### config.mk
export PLATFORM = sky130hd
export DESIGN_NAME = ingreso_monto
export DESIGN_NICKNAME = d
export VERILOG_FILES = /design/src/rtl/ingreso_monto_pkg.sv /design/src/rtl/ingreso_monto_acumulador_decimal.sv /design/src/rtl/ingreso_monto.sv
export SDC_FILE = /design/constraint.sdc
export NUM_CORES = 1
export LEC_CHECK = 0
export ABC_CLOCK_PERIOD_IN_PS = 8500
export CELL_PAD_IN_SITES_DETAIL_PLACEMENT = 1
export CELL_PAD_IN_SITES_GLOBAL_PLACEMENT = 1
export CORE_MARGIN = 2
export CORE_UTILIZATION = 35
export DETAILED_ROUTE_END_ITERATION = 7
export GPL_ROUTABILITY_DRIVEN = 0
export GPL_TIMING_DRIVEN = 0
export HOLD_SLACK_MARGIN = 0.03
export PLACE_DENSITY = 0.73
export RECOVER_POWER = 100
export SKIP_LAST_GASP = 1
export SYNTH_ARGS = -nofsm -noshare
export SYNTH_HDL_FRONTEND = slang
export SYNTH_SLANG_ARGS = --single-unit
### constraint.sdc
create_clock -name clk -period 8.5 [get_ports clk]
set_input_delay 1.7 -clock clk [delete_from_list [all_inputs] [get_ports clk]]
set_output_delay 1.7 -clock clk [all_outputs]
set_load 0.005 [all_outputs]
### src/rtl/ingreso_monto_pkg.sv
// Shared key codes, FSM state encoding and accumulator opcodes for the amount-entry
// keypad front end. Kept in one package so the cajero side and its tester agree on them.
package ingreso_monto_pkg;

  localparam int unsigned ANCHO_MONTO = 32;
  localparam int unsigned ANCHO_TECLA = 4;
  localparam int unsigned ANCHO_CNT   = 4;

  localparam logic [ANCHO_TECLA-1:0] TECLA_ENTER    = ANCHO_TECLA'(4'hA);
  localparam logic [ANCHO_TECLA-1:0] TECLA_CANCELAR = ANCHO_TECLA'(4'hB);
  localparam logic [ANCHO_TECLA-1:0] TECLA_BORRAR   = ANCHO_TECLA'(4'hC);

  typedef enum logic [1:0] {
    ESPERA  = 2'd0,
    CAPTURA = 2'd1,
    ENTREGA = 2'd2
  } estado_t;

  typedef enum logic [1:0] {
    OP_NADA    = 2'd0,
    OP_LIMPIAR = 2'd1,
    OP_DIGITO  = 2'd2,
    OP_BORRAR  = 2'd3
  } acc_op_t;

  function automatic logic es_digito(input logic [ANCHO_TECLA-1:0] t);
    return t <= ANCHO_TECLA'(9);
  endfunction

endpackage

### src/rtl/ingreso_monto_acumulador_decimal.sv
// Decimal accumulator: holds the partial amount and its digit count.
// The /10 path exists only when INGRESO_MONTO_BORRAR_EN is defined.
module acumulador_decimal
  import ingreso_monto_pkg::*;
(
  input  logic                   clk,
  input  logic                   rst,
  input  logic [1:0]             op,
  input  logic [ANCHO_TECLA-1:0] digito,
  output logic [ANCHO_MONTO-1:0] acc,
  output logic [ANCHO_CNT-1:0]   digitos_cnt
);

  always_ff @(posedge clk) begin
    if (rst) begin
      acc         <= '0;
      digitos_cnt <= '0;
    end else begin
      case (acc_op_t'(op))
        OP_LIMPIAR: begin
          acc         <= '0;
          digitos_cnt <= '0;
        end
        OP_DIGITO: begin
          acc         <= acc * ANCHO_MONTO'(10) + ANCHO_MONTO'(digito);
          digitos_cnt <= digitos_cnt + ANCHO_CNT'(1);
        end
`ifdef INGRESO_MONTO_BORRAR_EN
        OP_BORRAR: begin
          acc         <= acc / ANCHO_MONTO'(10);
          digitos_cnt <= digitos_cnt - ANCHO_CNT'(1);
        end
`endif
        default: begin
          acc         <= acc;
          digitos_cnt <= digitos_cnt;
        end
      endcase
    end
  end

endmodule

### src/rtl/ingreso_monto.sv
// Keypad amount entry: assembles decimal digits into a binary amount for the cajero.
// Optional BORRAR (backspace) key is enabled by defining INGRESO_MONTO_BORRAR_EN.
module ingreso_monto
  import ingreso_monto_pkg::*;
#(
  parameter int unsigned MAX_DIGITOS = 9
) (
  input  logic                   clk,
  input  logic                   rst,
  input  logic                   habilitar,
  input  logic [ANCHO_TECLA-1:0] tecla,
  input  logic                   tecla_stb,
  output logic [ANCHO_MONTO-1:0] monto,
  output logic                   monto_stb,
  output logic [ANCHO_CNT-1:0]   digitos_cnt,
  output logic                   error_entrada,
  output logic                   capturando
);

  estado_t                state, state_next;
  acc_op_t                op;
  logic                   cargar, stb_next, err_next, lleno;
  logic [ANCHO_MONTO-1:0] acc;

  acumulador_decimal u_acc (
    .clk         (clk),
    .rst         (rst),
    .op          (op),
    .digito      (tecla),
    .acc         (acc),
    .digitos_cnt (digitos_cnt)
  );

  assign lleno = (digitos_cnt == ANCHO_CNT'(MAX_DIGITOS));

  always_ff @(posedge clk) begin
    if (rst) begin
      state         <= ESPERA;
      capturando    <= 1'b0;
      monto         <= '0;
      monto_stb     <= 1'b0;
      error_entrada <= 1'b0;
    end else begin
      state         <= state_next;
      capturando    <= (state_next == CAPTURA);
      if (cargar) monto <= acc;
      monto_stb     <= stb_next;
      error_entrada <= err_next;
    end
  end

  // habilitar dominates any coincident key; ENTREGA always flushes the accumulator.
  always_comb begin
    state_next = state;
    op         = OP_NADA;
    cargar     = 1'b0;
    stb_next   = 1'b0;
    err_next   = 1'b0;
    case (state)
      ESPERA: begin
        if (habilitar) begin
          state_next = CAPTURA;
          op         = OP_LIMPIAR;
        end
      end
      CAPTURA: begin
        if (!habilitar) begin
          state_next = ESPERA;
          op         = OP_LIMPIAR;
        end else if (tecla_stb) begin
          if (es_digito(tecla)) begin
            if (lleno) err_next = 1'b1;
            else       op       = OP_DIGITO;
          end else begin
            case (tecla)
              TECLA_ENTER: begin
                if (digitos_cnt != '0) begin
                  cargar     = 1'b1;
                  stb_next   = 1'b1;
                  state_next = ENTREGA;
                end else begin
                  err_next = 1'b1;
                end
              end
              TECLA_CANCELAR: op = OP_LIMPIAR;
`ifdef INGRESO_MONTO_BORRAR_EN
              TECLA_BORRAR: begin
                if (digitos_cnt != '0) op       = OP_BORRAR;
                else                   err_next = 1'b1;
              end
`endif
              default: err_next = 1'b1;
            endcase
          end
        end
      end
      ENTREGA: begin
        op         = OP_LIMPIAR;
        state_next = habilitar ? CAPTURA : ESPERA;
      end
      default: state_next = ESPERA;
    endcase
  end

endmodule

Word-level counts from Yosys, hierarchy flattened
Index checks and enable logic that the tools add are counted.
{"block": "word_totals", "regBits": 73, "inputBits": 8, "output_inout_bits": 39, "word_cells": 52}
{"block": "classes", "n_addsub": 2, "mul": 1, "magnitude_cmp": 1, "n_eq_ne": 8, "mux": 26, "n_bitwise": 3, "n_reduce_logical": 4}
{"operator": "$pmux 32 s2", "n": 1}
{"operator": "$add 32x4->32", "n": 1}
{"operator": "$mul 32x3->31 const B", "n": 1}
{"operator": "$mux 2", "n": 10}
{"operator": "$eq 4x4->1 const B", "n": 3}
{"operator": "$pmux 2 s3", "n": 2}
{"operator": "$mux 1", "n": 11}
{"operator": "$pmux 4 s2", "n": 1}
{"operator": "$eq 2x1->1 const B", "n": 3}
{"operator": "$add 4x1->4 const B", "n": 1}
{"operator": "$eq 2x2->1 const B", "n": 2}
{"operator": "$le 4x4->1 const B", "n": 1}
{"operator": "$reduce_bool 4->1", "n": 1}
{"operator": "$reduce_or 4->1", "n": 1}
{"operator": "$not 1->1", "n": 3}
{"operator": "$logic_not 2->1", "n": 1}
{"operator": "$pmux 1 s2", "n": 1}
{"operator": "$reduce_bool 2->1", "n": 1}

Longest topological paths before layout
{"block": "logic_depth", "word_depth": 8, "mapped_depth": 12, "depth_no_buf": 12}

By module
Synthesis repeated with hierarchy kept, for this count alone.
{"block": "unflattened", "cells_unflattened": 685, "area_unflattened_um2": 5963.2}
{"module": "acumulador_decimal", "instances": 1, "cells_per_inst": 520, "area_per_inst_um2": 4275.4, "seq_area_each_um2": 720.7}
{"module": "ingreso_monto", "instances": 1, "cells_per_inst": 165, "area_per_inst_um2": 1687.9, "seq_area_each_um2": 740.7}

Least setup slack after synthesis
OpenSTA, ideal clock, no wires.
{"block": "synth_path", "kind": "input port to flip-flop", "start": "input port tecla[1]", "end": "register u_acc.acc[31]", "setup_ns": 0.127, "arrival_ns": 4.030, "t_required_ns": 8.373, "setup_slack_ns": 4.343, "path_stages": 11, "n_path_buf": 0, "cell_sequence": "ha_1 > fa_1 > a21o_1 > and4_1 > nor3b_1 > nand4_1 > nor4_2 > nand4_1 > nor4_4 > a21oi_1 > or3_1"}
{"block": "synth_between", "elab_chain_cells": 8, "word_cells_on_any_way": 12, "classes_between": "1 x add/sub; 1 x order compare; 3 x eq/ne; 6 x mux; 1 x reduce/logical"}
{"item": "start, declared", "line_no": "ingreso_monto.sv:11", "source": "input logic [ANCHO_TECLA-1:0] tecla,"}
{"item": "parallel branches: the longest is 8 deep, another holds $le 4x4->1"}
{"item": "end signal, assigned", "line_no": "ingreso_monto_acumulador_decimal.sv:25", "source": "acc <= acc * ANCHO_MONTO'(10) + ANCHO_MONTO'(digito);"}
{"item": "end, declared", "line_no": "ingreso_monto_acumulador_decimal.sv:10", "source": "output logic [ANCHO_MONTO-1:0] acc,"}
Several ways; the timed one is not identified.
A chain may end at the register's enable or synchronous reset.

Worst setup path after layout
Same ends and word-level chain as after synthesis.

==> metrics.cfg <==
[sta]
clock_skew_ps = 6.94
setup_ws_ps = 2810
rsz0062_at_grt = no
slew_violations = 0
slew_headroom_pct = 28.0
final.min_clock_period_ps = 5690
fin_setup_tns_ps = 0
worst_pin_slew_ps = 1070
hold_viol = 0
fin_crit_sh_pct = 67.0
clock.fmax_mhz = 176
report.final.setup_viol = 0

[yosys]
ys_types = 81
synth_most_common_cell = nand2_1
ys_ff_latch = 73
synth_flop_cell = dfxtp_1
syn_avg_cell_area_um2 = 8.00
ys_top_cells_by_count = nand2_1, a21oi_1, dfxtp_1
async_flop_share_pct = 0
synthTopCellsByArea = dfxtp_1, ha_1, nand2_1, a21oi_1, xnor2_1
ys_warn_count = 0
synth_nets = 763
synth_edf_count = 0
synth_area_mm2 = 0.00553
seq_area_frac_synth_pct = 26.4
synthCells = 691
synth_top_area_cell = dfxtp_1
synth_top_cell_area_share_pct = 26.4

[min_path]
hp-class = flop to flop

[floorplanning]
die_w_um = 130
dieArea_mm2 = 0.0168
die_y_um = 130
core_mm2 = 0.0153
ios = 47
rows = 45
start_util_pct = 36.1

[cts]
numCtsBuffers = 9
cts_tree = yes
cts-root-buf = clkbuf_16
post_cts_buffers = 0
ctsHoldBuffers = 0
cts.path.max_buffers = 2
clkSlewWorstSetupHoldPaths_ps = 60
htreeDepth = 3
clock_latency_ps = 330
cts.repair.resized = 0
cts.sinks = 73

[power]
comb_power_share_pct = 3.1
seq_power_share_pct = 43.5
power.share.switching_pct = 19.7
internal_power_uw = 634
clkPwrFrac_pct = 53.4
netSwitchingPower_uw = 156
p_leak_nw = 2.70
powerDensity_mw_per_mm2 = 121
irDropWorstVdd_mv = 0.106

[layout]
num-fill-cells = 1872
antenna-diode-count = 0
regArea_mm2 = 0.00146
finalNetCount = 820
multi_input_area_mm2 = 0.00385
drive_above_1_share_pct = 6.52
syn_to_final_growth_pct = 18.4

[routing]
drtPass1Iterations = 4
via_per_inst = 5.53
drt_iter0_drc = 365
post-route-drc-count = 0
vias = 5325
post_drt_wl_per_cell_um = 17.4
ant_nets = 0
drt-total-wl_um = 16800

[place]
dpl.hpwl_um = 13400
port_buffers = 45
preCtsSetupSlack_ps = 3270

[critical_path]
end_kind = flop
critPathLaunchType = input pin
cp.required_ps = 8720
crit_type = input pin to flop
cp.arrival_ps = 5910
crit_fanout = 5

[global_route]
grt_pass1_vias = 5351
grt_pass1_wl_um = 27200
antenna_found_initial = 0
gr-total-overflow = 0
grt_use_total_pct = 20.3
grt_start_max_net_pins = 13

[outcome]
status = completed

[flow_run]
max_cap_viol_count = 0

[per-stage QoR]
step | util (%) | cells | hold WS (ps) | power (mW) | cell area, um^2
after floorplan | - | 691 | 432 | 0.365 | 5530
after global placement | 40.7 | 947 | 443 | 0.375 | 6240
after detailed placement | 40.7 | 947 | 451 | 0.376 | 6240
after CTS | 42.9 | 962 | 459 | 0.796 | 6570
after global routing | 42.7 | 963 | 468 | 0.813 | 6540
final | 42.7 | 963 | 451 | 0.790 | 6540
[cells by family after synthesis]
family          after synthesis  synth area share [%]
buf+inv                      43                  3.33
mux                           2                 0.385
xor+xnor                     40                  6.68
simple gates                270                  24.2
flops                        73                  26.4
compound gates              199                  24.2
fa+ha+maj                    64                  14.8
[registers in the layout, summed over array words and instances, names as in the netlist]
signal	flops
u_acc.digitos_cnt	4
state	2
error_entrada	1
monto_stb	1
capturando	1
monto	32
u_acc.acc	32
[layout make-up]
type,instances,area share [%]
buffer,35,2.35
tap,211,4.03
timing repair buffer,46,6.96
sequential,73,22.3
clock inverter,6,1.64
clock buffer,9,3.44
inverter,8,0.459
multi-input combinational,575,58.8
[power by group through the flow]
stage | Sequential [mW] | Clock, mW | Combinational [mW]
after floorplan | 0.351 | 0 | 0.0139
after global placement | 0.351 | 0 | 0.0239
after detailed placement | 0.351 | 0 | 0.0248
after CTS | 0.344 | 0.427 | 0.0250
after global routing | 0.343 | 0.442 | 0.0274
final | 0.344 | 0.422 | 0.0245
[cells in the final DEF (no fill, tap or decap), drive strengths merged, types with 6 or more instances in the layout]
cell type      n
o211ai         8
o21a           6
nor4           7
clkbuf        35
nand2        115
o21ai         26
nand3         17
ha            62
nand4          7
dfxtp         73
buf           10
a22oi         20
a21o          13
nor2          59
xnor2         26
xor2          14
a211oi        12
nor3          12
and3          11
inv            8
a21oi         75
nor2b          7
dlygate4sd3   41
nand2b         6
[routing by layer]
| layer | share of wire (%) | wire length (um) | GRT usage, % |
|---|---|---|---|
| met1 | 47 | 7930 | 26.6 |
| met2 | 48 | 8020 | 35.3 |
| met3 | 3.1 | 520 | 2.39 |
| met4 | 1.7 | 290 | 5.88 |
| met5 | 0 | 0 | 0 |
[worst max-delay path, cell delays in order]
cell and delay, ps:
dlygate4sd3_1 570, ha_1 230, fa_1 230, a21o_1 140, and4_1 240, nor3b_1 320, nand4_1 230, nor4_1 540
nand4_1 300, nor4_1 870, a21oi_1 160, or3_1 360
[worst paths after layout]
path / start / to / slack [ps] / cells past startpoint
worst max-delay path: tecla[1] / u_acc.acc[31] / 2810 / 12
worst min-delay path: monto[29] / monto[29] / 450 / 2
worst max register to register: u_acc.acc[1] / u_acc.acc[31] / 3570 / 12
worst min register to register: monto[29] / monto[29] / 450 / 2
Note: power is estimated with default switching activity, not from simulation.
